File: src/rtl/if_id_stage.sv
// if_id_stage: program counter plus IF/ID pipeline register with load-use hazard
// detection.
//
// Each rising edge does exactly one of three things, checked in this order:
//   flush   (PCSrc=1)        : redirect to branch_target and bubble IF/ID
//   stall   (hazard_stall=1) : hold the PC and IF/ID
//   advance (otherwise)      : capture inst_in at PC_Out, then PC_Out += 4
//
// Ports:
//   clk            in   rising-edge clock
//   reset          in   asynchronous active-low reset
//   inst_in        in   [31:0] instruction read from memory at PC_Out
//   PCSrc          in   taken-branch redirect from the branch unit
//   branch_target  in   [63:0] redirect address, taken as-is (may be unaligned)
//   idex_MemRead   in   MemRead of the instruction in ID/EX
//   idex_rd        in   [4:0] destination register of the instruction in ID/EX
//   PC_Out         out  [63:0] fetch address
//   PC_ifid        out  [63:0] PC of the instruction in IF/ID
//   inst_ifid      out  [31:0] instruction in IF/ID
//   valid_ifid     out  1 = IF/ID holds a real instruction
//   hazard_stall   out  combinational load-use stall
//   stall_count    out  [31:0] saturating count of stall edges
//                       (present only when STALL_COUNT_EN is defined)
//
// Build option: define STALL_COUNT_EN to add the stall_count output.
module if_id_stage (
  input  logic        clk,
  input  logic        reset,
  input  logic [31:0] inst_in,
  input  logic        PCSrc,
  input  logic [63:0] branch_target,
  input  logic        idex_MemRead,
  input  logic [4:0]  idex_rd,
  output logic [63:0] PC_Out,
  output logic [63:0] PC_ifid,
  output logic [31:0] inst_ifid,
  output logic        valid_ifid,
`ifdef STALL_COUNT_EN
  output logic [31:0] stall_count,
`endif
  output logic        hazard_stall
);

  logic [63:0] pc_q, pc_d;
  logic [63:0] pc_ifid_q, pc_ifid_d;
  logic [31:0] inst_ifid_q, inst_ifid_d;
  logic        valid_q, valid_d;

  logic [4:0]  rs1, rs2;
  logic        hazard;

  assign rs1 = inst_ifid_q[19:15];
  assign rs2 = inst_ifid_q[24:20];

  // x0 is never a real dependency, and a bubble's stale fields must not stall.
  assign hazard = idex_MemRead && (idex_rd != 5'd0) && valid_q &&
                  ((idex_rd == rs1) || (idex_rd == rs2));

  always_comb begin
    pc_d        = pc_q;
    pc_ifid_d   = pc_ifid_q;
    inst_ifid_d = inst_ifid_q;
    valid_d     = valid_q;
    if (PCSrc) begin
      pc_d        = branch_target;
      pc_ifid_d   = 64'd0;
      inst_ifid_d = 32'd0;
      valid_d     = 1'b0;
    end else if (!hazard) begin
      pc_d        = pc_q + 64'd4;  // wraps modulo 2^64
      pc_ifid_d   = pc_q;
      inst_ifid_d = inst_in;
      valid_d     = 1'b1;
    end
  end

  always_ff @(posedge clk or negedge reset) begin
    if (!reset) begin
      pc_q        <= 64'd0;
      pc_ifid_q   <= 64'd0;
      inst_ifid_q <= 32'd0;
      valid_q     <= 1'b0;
    end else begin
      pc_q        <= pc_d;
      pc_ifid_q   <= pc_ifid_d;
      inst_ifid_q <= inst_ifid_d;
      valid_q     <= valid_d;
    end
  end

`ifdef STALL_COUNT_EN
  logic [31:0] stall_cnt_q, stall_cnt_d;

  // Counts only true stall edges; a flush edge wins even if hazard is high.
  always_comb begin
    stall_cnt_d = stall_cnt_q;
    if (!PCSrc && hazard && (stall_cnt_q != 32'hFFFF_FFFF)) begin
      stall_cnt_d = stall_cnt_q + 32'd1;
    end
  end

  always_ff @(posedge clk or negedge reset) begin
    if (!reset) begin
      stall_cnt_q <= 32'd0;
    end else begin
      stall_cnt_q <= stall_cnt_d;
    end
  end

  assign stall_count = stall_cnt_q;
`endif

  assign PC_Out       = pc_q;
  assign PC_ifid      = pc_ifid_q;
  assign inst_ifid    = inst_ifid_q;
  assign valid_ifid   = valid_q;
  assign hazard_stall = hazard;

endmodule

File: config.mk
export PLATFORM = sky130hd
export DESIGN_NAME = if_id_stage
export DESIGN_NICKNAME = d
export VERILOG_FILES = /design/src/rtl/if_id_stage.sv
export SDC_FILE = /design/constraint.sdc
export NUM_CORES = 1
export LEC_CHECK = 0
export CORE_ASPECT_RATIO = 1.4
export CORE_MARGIN = 2
export CORE_UTILIZATION = 56
export CTS_CLUSTER_SIZE = 12
export DETAILED_ROUTE_END_ITERATION = 16
export DONT_BUFFER_PORTS = 1
export PLACE_DENSITY = 0.71
export REMOVE_ABC_BUFFERS = 1
export SLEW_MARGIN = 20
export SYNTH_ARGS = -nofsm -noshare
export SYNTH_HDL_FRONTEND = slang
export SYNTH_SLANG_ARGS = --single-unit
export TNS_END_PERCENT = 30
File: constraint.sdc
create_clock -name clk -period 3.71 [get_ports clk]
set_clock_uncertainty 0.15 [all_clocks]
set_input_delay 0.742 -clock clk [delete_from_list [all_inputs] [get_ports clk]]
set_output_delay 0.742 -clock clk [all_outputs]
set_load 0.005 [all_outputs]
# --- After elaboration in Yosys (flattened, before gate mapping) ---
# Cells that the tools add are included.
totals:
  regBits: 161
  latch_bits: 0
  mem_bits_rw: 0
  rom_bits: 0
  input_bits: 105
  output_inout_bits: 162
  word_cells: 21
  memories: 0
op_classes:
  addsub: 1
  multipliers: 0
  n_div: 0
  magnitude_cmp: 0
  n_eq_ne: 3
  shifts: 0
  mux: 8
  n_bitwise: 0
  n_reduce_logical: 5
ops:
  columns: ["operator", "n"]
  rows:
  - ["64-bit 2-to-1 mux", 4]
  - ["64-bit by 3-bit adder with 64-bit output, second input constant", 1]
  - ["32-bit 2-to-1 mux", 2]
  - ["5-bit equality test", 2]
  - ["5-bit nonzero test", 1]
  - ["1-bit logical AND", 3]
  - ["1-bit 2-to-1 mux", 2]
  - ["2-bit != test, second input constant", 1]
  - ["1-bit logical OR", 1]

# --- Depth between registers and ports, before layout ---
logic_depth:
  depth_word: 6
  ltp_mapped: 9
  mapped_depth_nobuf: 7

# --- Worst setup path before layout ---
# OpenSTA, ideal clock, no wires.
synth_path:
  path_type: "input -> output"
  from: "in idex_rd[0]"
  to: "out hazard_stall"
  arrival_ns: 1.974
  t_required_ns: 2.818
  slack_ns: 0.844
  path_stages: 6
  n_path_buf: 2
  cell_sequence: "or3_1 o311a_1 buf_6 nand2_1 inv_2 clkbuf_1"
synth_via:
  elab_chain_cells: 4
  word_cells_on_any_way: 7
  cone_classes: "eq/ne (2); reduce/logical (5)"
synth_rtl:
  columns: ["element", "line_no", "source"]
  rows:
  - ["start, declared", "33", "input logic [4:0] idex_rd,"]
  - ["5-bit nonzero test", "56", "assign hazard = idex_MemRead && (idex_rd != 5'd0) && valid_q &&"]
  - ["1-bit logical AND (2 in a row)", "56", null]
  - ["1-bit logical AND *", "56", null]
  - ["end, declared", "41", "output logic hazard_stall"]
# Mark *: on every way between the ends. The rest lies on a longest branch, timed or not.

# --- Worst setup path in the final report ---
# Same ends and word-level chain as after synthesis.

==> impl_metrics.env <==
export IMPL_crit_start="idex_rd[0]"
export IMPL_endpoint="hazard_stall"
export IMPL_regToRegEndpoint="PC_Out[63]"
export IMPL_rows=53
export IMPL_area_growth_pct=7.24
export IMPL_worstSetupPathType="in2out"
export IMPL_place_hpwl_mm=14.4
export IMPL_drc=0
export IMPL_max_freq_mhz=345
export IMPL_leakage_nw=3.58
export IMPL_pre_cts_slack_ps=643
export IMPL_total_power_w=0.00410
export IMPL_final_setup_tns_ps=0
export IMPL_rsz0062_at_grt="false"
export IMPL_fp_dieH_um=150
export IMPL_mostFrequentLayoutCell="nand2_1"
export IMPL_wl_per_cell_um=20.4
export IMPL_synth_top_area_share_pct=47.5
export IMPL_utilization_pct=61.0
export IMPL_dieArea_um2=16200
export IMPL_setup_violations=0
export IMPL_cts_tree="yes"
export IMPL_seqCellArea_um2=4030
export IMPL_nFillCells=1252
export IMPL_finalHoldViolations=161
export IMPL_ios=267
export IMPL_cp_data_required_time_ps=2820
export IMPL_crit_cells=4
export IMPL_cp_cell_sequence="or3_1 -> o311a_4 -> nand2_4 -> clkinv_2"
export IMPL_cp_max_fo=32
export IMPL_drive_gt1_share_pct=13.9
export IMPL_fp_dieW_um=108
export IMPL_reg2reg_slack_ps=980
export IMPL_cts_sinks=161
export IMPL_rr_worst_depth=6
export IMPL_drt_iter0_drc=370
export IMPL_core_area_um2=14900
export IMPL_violations="hold timing"
export IMPL_vdd_ir_drop_max_uv=293
export IMPL_rr_startpoint="PC_Out[31]"
export IMPL_gp_congestion=0.831
export IMPL_synth_cell_types=47
export IMPL_synth_area_leader_cell="dfrtp_1"
export IMPL_cp_start_kind="input pin"
export IMPL_critPathTopFamily="simple AND/OR/NAND/NOR gates"
export IMPL_routed_wl_mm=21.5
export IMPL_ys_seq_elements=161
export IMPL_ys_flop_type="dfrtp_1"
export IMPL_finalCriticalPeriod_ps=2900
export IMPL_cts_root_buf="clkbuf_16"
export IMPL_synth_seq_area_share_pct=47.5
export IMPL_fin_worst_hold_slack_ps=-142
export IMPL_grt_pass1_wl_mm=33.5
export IMPL_drv_cap=0
export IMPL_clockBufferDepth=2
export IMPL_insertion_delay_ps=420
export IMPL_cp_slowest_cell="o311a_4"
export IMPL_synth_edf_count=0
export IMPL_ys_warn_count=0
export IMPL_cp_buffers_inverters=1
export IMPL_crit_arrival_ps=2010
export IMPL_syn_inst=884
export IMPL_portBuffers=0
export IMPL_grt_max_degree=201
export IMPL_initial_core_util_pct=56.9
export IMPL_htreeDepth=4
export IMPL_antenna_found_initial=1
export IMPL_status="finished, violations left"
export IMPL_netlist_area_um2=8480
export IMPL_avgSynthCellArea_um2=9.60
export IMPL_grt_overflow=0
export IMPL_final_period_utilization_pct=78.2
export IMPL_track_usage_pct=26.3
export IMPL_grt_pass1_vias=6373
export IMPL_vias=6345
export IMPL_slew_viol_final=0
export IMPL_tightestPinTransition_ps=1040
export IMPL_slew_headroom_pct=30.9
export IMPL_worstSetupEndpointType="output port"
export IMPL_multiInputGateArea_um2=4120
export IMPL_fin_ws_ps=810
export IMPL_p_per_area_nw_per_um2=450
export IMPL_first_pass_iters=5
export IMPL_slowest_delay_ps=560
export IMPL_ys_top_cells_by_area="dfrtp_1, nand2_1, a21oi_1"
export IMPL_final_cell_mix="nand2_1, dfrtp_1, a21oi_1, xnor2_1, o21ai_1"
export IMPL_path_clk_slew_ps=70
export IMPL_via_per_inst=6.01
export IMPL_finalNetCount=955
export IMPL_cts_buffers=17
export IMPL_async_flop_share_pct=100
export IMPL_hold_class="in2async"
export IMPL_final_antenna_net_count=0
[cells by family after synthesis]
kind of cell	Yosys count	synth area share (%)
AO/OA/AOI/OAI	208	19.9
XOR/XNOR	70	7.23
adder cells (fa/ha/maj)	1	0.147
buffers and inverters	80	4.22
flip-flops	161	47.5
multiplexers	15	1.98
AND/OR/NAND/NOR	349	19.1
[state kept, by name, summed over array words and instances, names as in the netlist]
register    cells
valid_ifid      1
PC_ifid        64
PC_Out         64
inst_ifid      32
[Yosys cell counts (2+ instances only)]
library cell,n
nor2_2,2
a211oi_2,13
xnor2_1,58
nor4_2,3
nand3_1,22
inv_1,16
or2_1,2
nand4_4,2
nand3_2,2
a2111oi_2,11
a2111oi_4,17
nand4_2,4
nor4_4,3
a211oi_1,10
buf_2,16
nor3_1,2
xor2_1,12
nand4_1,15
mux2_2,14
clkbuf_1,34
nand2_1,271
o21ai_1,47
buf_6,5
o21ai_0,2
dfrtp_1,161
a21oi_1,102
a2111oi_1,2
nor2_1,9
and3_1,2
buf_1,8
[where the power goes]
part	total [W]	internal, W	switching (W)
Combinational	0.000334	0.000148	0.000186
Sequential	0.00210	0.00189	0.000207
Clock	0.00166	0.000906	0.000758
Total	0.00410	0.00295	0.00115
[layout make-up]
type / instances / area share [%]
well taps: 192 / 2.64
diodes: 1 / 0.0275
repair buffers: 9 / 0.880
flip-flops and latches: 161 / 44.3
multi-input cells: 643 / 45.3
clock buffers: 20 / 5.02
inverters: 17 / 0.715
clock inverters: 12 / 1.11
[worst min-delay path by stage]
stage          start    endpoint  cells past startpoint
2_1_floorplan  reset   PC_Out[0]                      0
3_3_place_gp   reset  PC_ifid[8]                      0
3_5_place_dp   reset  PC_ifid[8]                      0
4_1_cts        reset  PC_ifid[8]                      0
5_1_grt        reset  PC_ifid[6]                      0
6_report       reset  PC_ifid[8]                      0
[metal layers]
metal / routed length, µm / GRT usage, % / part of all wire (%) / vias up
met5: 0 / 0 / 0 / -
met1: 8540 / 32.8 / 40 / 3113
li1: - / - / - / 2960
met2: 11200 / 44.6 / 52 / 237
met4: 369 / 8.85 / 1.7 / 0
met3: 1380 / 6.32 / 6.4 / 35
[through the flow]
| step | std cells | area [µm²] |
|---|---|---|
| global route | 1055 | 9100 |
| finish | 1055 | 9100 |
| CTS | 1054 | 9100 |
| floorplan | 821 | 8190 |
| global placement | 1022 | 8540 |
| detailed placement | 1022 | 8540 |
[repair_timing]
action,in CTS,in global routing
buffers inserted,0,0
gates resized for setup,0,0
endpoints found under the hold margin,161,161
setup endpoints to repair,0,0
Note: power is estimated with default switching activity, not from simulation.
